## src/rtl/des_key_schedule_ctrl.sv

```systemverilog
// DES key-schedule sequencer: holds the PC-1 C/D halves, rotates them each round
// and presents the PC-2 subkey for that round over a valid/ready handshake.
module des_key_schedule_ctrl (
    input  logic        i_clk,
    input  logic        i_rst_n,
    input  logic        i_start,
    input  logic [55:0] i_key,
    input  logic        i_decrypt,
    input  logic        i_abort,
    output logic [47:0] o_subkey,
    output logic        o_subkey_valid,
    input  logic        i_subkey_ready,
    output logic [3:0]  o_round,
    output logic        o_busy,
    output logic        o_done
);

    typedef enum logic {IDLE, RUN} state_t;

    // PC-2 selection table, 1-based DES bit numbers over {D, C}
    localparam int PC2 [48] = '{
        14, 17, 11, 24,  1,  5,  3, 28, 15,  6, 21, 10,
        23, 19, 12,  4, 26,  8, 16,  7, 27, 20, 13,  2,
        41, 52, 31, 37, 47, 55, 30, 40, 51, 45, 33, 48,
        44, 49, 39, 56, 34, 53, 46, 42, 50, 36, 29, 32
    };

    state_t      state;
    logic [27:0] c;
    logic [27:0] d;
    logic [3:0]  round;
    logic        decrypt;
    logic        done;
    logic [55:0] cd;
    logic        transfer;

    function automatic logic [1:0] shift_amt(input logic [3:0] r);
        return (r == 4'd0 || r == 4'd1 || r == 4'd8 || r == 4'd15) ? 2'd1 : 2'd2;
    endfunction

    // DES bit 1 sits at index 0, so a DES left rotation is a vector right rotation
    function automatic logic [27:0] rot_left(input logic [27:0] x, input logic [1:0] s);
        return (s == 2'd1) ? {x[0], x[27:1]} : {x[1:0], x[27:2]};
    endfunction

    function automatic logic [27:0] rot_right(input logic [27:0] x, input logic [1:0] s);
        return (s == 2'd1) ? {x[26:0], x[27]} : {x[25:0], x[27:26]};
    endfunction

    assign cd       = {d, c};
    assign transfer = (state == RUN) && i_subkey_ready;

    always_comb begin
        o_subkey = '0;
        for (int n = 0; n < 48; n++) begin
            o_subkey[n] = cd[PC2[n] - 1];
        end
    end

    always_ff @(posedge i_clk or negedge i_rst_n) begin
        if (!i_rst_n) begin
            state   <= IDLE;
            c       <= '0;
            d       <= '0;
            round   <= '0;
            decrypt <= 1'b0;
            done    <= 1'b0;
        end else begin
            done <= 1'b0;
            case (state)
                IDLE: begin
                    if (i_start) begin
                        state   <= RUN;
                        round   <= '0;
                        decrypt <= i_decrypt;
                        if (i_decrypt) begin
                            c <= i_key[27:0];
                            d <= i_key[55:28];
                        end else begin
                            c <= rot_left(i_key[27:0], shift_amt(4'd0));
                            d <= rot_left(i_key[55:28], shift_amt(4'd0));
                        end
                    end
                end
                RUN: begin
                    // abort wins over a transfer in the same cycle and leaves C/D untouched
                    if (i_abort) begin
                        state <= IDLE;
                        round <= '0;
                    end else if (transfer) begin
                        if (round == 4'd15) begin
                            state <= IDLE;
                            round <= '0;
                            done  <= 1'b1;
                        end else begin
                            round <= round + 4'd1;
                            if (decrypt) begin
                                c <= rot_right(c, shift_amt(4'd15 - round));
                                d <= rot_right(d, shift_amt(4'd15 - round));
                            end else begin
                                c <= rot_left(c, shift_amt(round + 4'd1));
                                d <= rot_left(d, shift_amt(round + 4'd1));
                            end
                        end
                    end
                end
                default: state <= IDLE;
            endcase
        end
    end

    assign o_subkey_valid = (state == RUN);
    assign o_busy         = (state == RUN);
    assign o_round        = round;
    assign o_done         = done;

endmodule
```

## config.mk

```make
export PLATFORM = sky130hd
export DESIGN_NAME = des_key_schedule_ctrl
export DESIGN_NICKNAME = d
export VERILOG_FILES = /design/src/rtl/des_key_schedule_ctrl.sv
export SDC_FILE = /design/constraint.sdc
export NUM_CORES = 1
export LEC_CHECK = 0
export ABC_AREA = 1
export ABC_CLOCK_PERIOD_IN_PS = 2700
export CORE_ASPECT_RATIO = 1.25
export CORE_MARGIN = 10
export CORE_UTILIZATION = 58
export CTS_CLUSTER_SIZE = 28
export DETAILED_ROUTE_END_ITERATION = 16
export GPL_TIMING_DRIVEN = 0
export PLACE_DENSITY_LB_ADDON = 0.1
export SLEW_MARGIN = 20
export SYNTH_ARGS = -nofsm -noshare
export SYNTH_HDL_FRONTEND = slang
export SYNTH_SLANG_ARGS = --single-unit
```

## constraint.sdc

```tcl
create_clock -name i_clk -period 2.7 [get_ports i_clk]
set_input_delay 0.405 -clock i_clk [delete_from_list [all_inputs] [get_ports i_clk]]
set_output_delay 0.405 -clock i_clk [all_outputs]
set_load 0.1 [all_outputs]
```

==> results.sh <==
export IMPL_nFillCells=965
export IMPL_dpl_hpwl_mm=16.1
export IMPL_avgSynthCellArea_um2=5.71
export IMPL_globalRouteMet2Util_pct=45.8
export IMPL_grtUsageTotal_pct=27.5
export IMPL_gr_max_usage_layer="met2"
export IMPL_path_max_fanout=6
export IMPL_whs_ns=0.489
export IMPL_yosys_area_share_simple_pct=35.6
export IMPL_synth_seq_cells=63
export IMPL_synth_warnings=0
export IMPL_clock_root_buffer="clkbuf_16"
export IMPL_hold_end="decrypt"
export IMPL_firstDrtPassIters=6
export IMPL_core_area_mm2=0.0106
export IMPL_rsz0062_at_grt="false"
export IMPL_drc_errors=0
export IMPL_fin_tns_setup_ns=0
export IMPL_drive_above_1_share_pct=10.1
export IMPL_cts_tree="done"
export IMPL_r2r_slack_ns=0.28
export IMPL_postRouteAntennaNets=0
export IMPL_async_flop_share_pct=100
export IMPL_grt_met1_usage_pct=32.1
export IMPL_fin_util_pct=74.5
export IMPL_drt_wl_total_mm=21.8
export IMPL_crit_path_end_kind="output port"
export IMPL_critPathRequiredTime_ns=2.30
export IMPL_area_growth_pct=25.5
export IMPL_yosys_area_top_type="dfrtp_1"
export IMPL_cp_arrival_ns=2.14
export IMPL_vias=7682
export IMPL_whs_path_depth=2
export IMPL_grt_ovfl_total=0
export IMPL_synth_top_area_share_pct=25.1
export IMPL_min_period_ns=2.54
export IMPL_powerDensity_mw_per_mm2=1320
export IMPL_worstMarginPinSlew_ns=0.981
export IMPL_critical_path_class="flip-flop to output port"
export IMPL_finalHoldViolCount=0
export IMPL_post_cts_setup_buffer_count=0
export IMPL_fin_skew_ns=0.00729
export IMPL_r2r_start="o_round[0]"
export IMPL_status="complete, no violations"
export IMPL_synth_top_family_by_area="simple AND/OR/NAND/NOR gates"
export IMPL_total_power_uw=10400
export IMPL_vdd_drop_max_uv=1110
export IMPL_rows=42
export IMPL_relSlewSlack_pct=34.4
export IMPL_drv_cap=0
export IMPL_setup_violations=0
export IMPL_clock_latency_ns=0.34
export IMPL_htree_levels=3
export IMPL_min_path_type="flip-flop to flip-flop"
export IMPL_postPlaceCellArea_mm2=0.00762
export IMPL_die_w_um=113
export IMPL_netlist_instances=1099
export IMPL_synth_cell_types=23
export IMPL_numClockSinks=63
export IMPL_drt_iter0_markers=690
export IMPL_power_leakage_uw=0.00414
export IMPL_place_congestion=1.00
export IMPL_io_buffers=115
export IMPL_routed_via_density=5.64
export IMPL_start_util_pct=59.4
export IMPL_clockBufferDepth=2
export IMPL_use_met3_pct=7.10
export IMPL_yosys_mux_area_fraction_pct=0
export IMPL_maxSlewViolCount=0
export IMPL_synth_xor_area_share_pct=0
export IMPL_fmax_mhz=393
export IMPL_die_h_um=136
export IMPL_synth_fa_ha_area_share_pct=0.798
export IMPL_synth_edff_count=0
export IMPL_cts_hold_buffers=1
export IMPL_reg2reg_to="d[17]"
export IMPL_r2r_cells=9
export IMPL_seq_area_frac_synth_pct=25.1
export IMPL_synth_area_leaders="dfrtp_1, nand2_1, a21oi_1"
export IMPL_fin_nets=1293
export IMPL_start_kind="flip-flop"
export IMPL_grt_pass1_vias=7243
export IMPL_syn_nets=1165
export IMPL_die_area_mm2=0.0154
export IMPL_grt_pass1_wl_mm=35.1
export IMPL_ios=117
export IMPL_synth_compound_area_share_pct=18.5
export IMPL_cts_clk_slew_worst_paths_ns=0.05
export IMPL_synth_area_mm2=0.00627
export IMPL_final_area_mm2=0.00787
export IMPL_avgRoutedWirePerCell_um=16.0
export IMPL_synth_ff_type="dfrtp_1"
export IMPL_grt_antenna_before_repair=0
export IMPL_holdCritStartpoint="decrypt"
export IMPL_grt_max_degree=42
export IMPL_antenna_cells=0
export IMPL_fin_crit_sh_pct=94.2
export IMPL_cts_made_buffers=9
export IMPL_cts_resized=0
[layout by cell type, fill, tap and decap left out, drive strengths merged, types with 3 or more instances in the layout]
cell           instances
a21oi                148
nand2                397
clkinv                17
buf                   94
nand4                 57
ha                     4
clkdlybuf4s50        114
clkbuf                54
dfrtp                 63
o22ai                  3
nor2                  14
inv                  120
nand3                 63
o21ai                 79
[final cells by class]
class | instances | area, µm² | share of cell area, %
clock inverters | 2 | 10.0 | 0.127
clock buffers | 12 | 236 | 3.00
inverters | 135 | 507 | 6.44
repair buffers | 117 | 1190 | 15.1
well taps | 132 | 165 | 2.10
plain buffers | 134 | 743 | 9.44
multi-input cells | 767 | 3450 | 43.8
flip-flops and latches | 63 | 1580 | 20.0
[how the worst max path moves through the flow]
stage | startpoint | end | cells after the start
after floorplan | o_round[0] | d[15] | 14
after global placement | i_rst_n | c[13] | 1
after detailed placement | o_round[0] | d[17] | 9
after CTS | o_busy | o_subkey_valid | 2
after global routing | o_busy | o_subkey_valid | 2
final | o_busy | o_subkey_valid | 2
[report_power, final]
part	leakage [µW]	switching, µW	internal (µW)	total [µW]
Combinational	0.00324	5290	2190	7490
Sequential	0.000780	495	1380	1880
Clock	0.000122	438	609	1050
Total	0.00414	6220	4190	10400
[cells in the mapped netlist, types with 24 or more instances]
cell type,n
nand2_1,396
a21oi_1,148
inv_1,94
dfrtp_1,63
nand3_1,62
nand4_1,57
o21ai_0,55
buf_4,50
clkbuf_1,42
buf_2,30
inv_2,26
o21ai_1,24
[metal layers]
layer	wire [µm]	share of wire (%)	up-vias
li1	-	-	3726
met1	8340	38	3403
met2	10200	47	468
met3	2330	11	85
met4	845	3.9	0
met5	0	0	-
[registers in the layout, summed over array words and instances, names as in the netlist]
signal and flops:
c 28, d 28, decrypt 1, o_busy 1, o_done 1, o_round 4
[worst max-delay path, cell delays in order, from the launching register on]
cell and delay (ns):
dfrtp_1 0.51, buf_4 0.16, clkdlybuf4s50_1 1.12
[cell families (layout without fill, tap and decap cells)]
logic type                 Yosys count  count (layout)
AOI/OAI and AO/OA                  231             231
adders and majority gates            4               4
buffers and inverters              269             400
DFF                                 63              63
and+or+nand+nor                    532             532
[metrics by stage]
step | setup slack, ns | std cells
floorplan | 0.144 | 1099
global placement | -1.09 | 1346
detailed placement | 0.407 | 1347
CTS | 0.154 | 1362
global route | 0.118 | 1362
finish | 0.156 | 1362
Power figures use the tool's default switching activity.
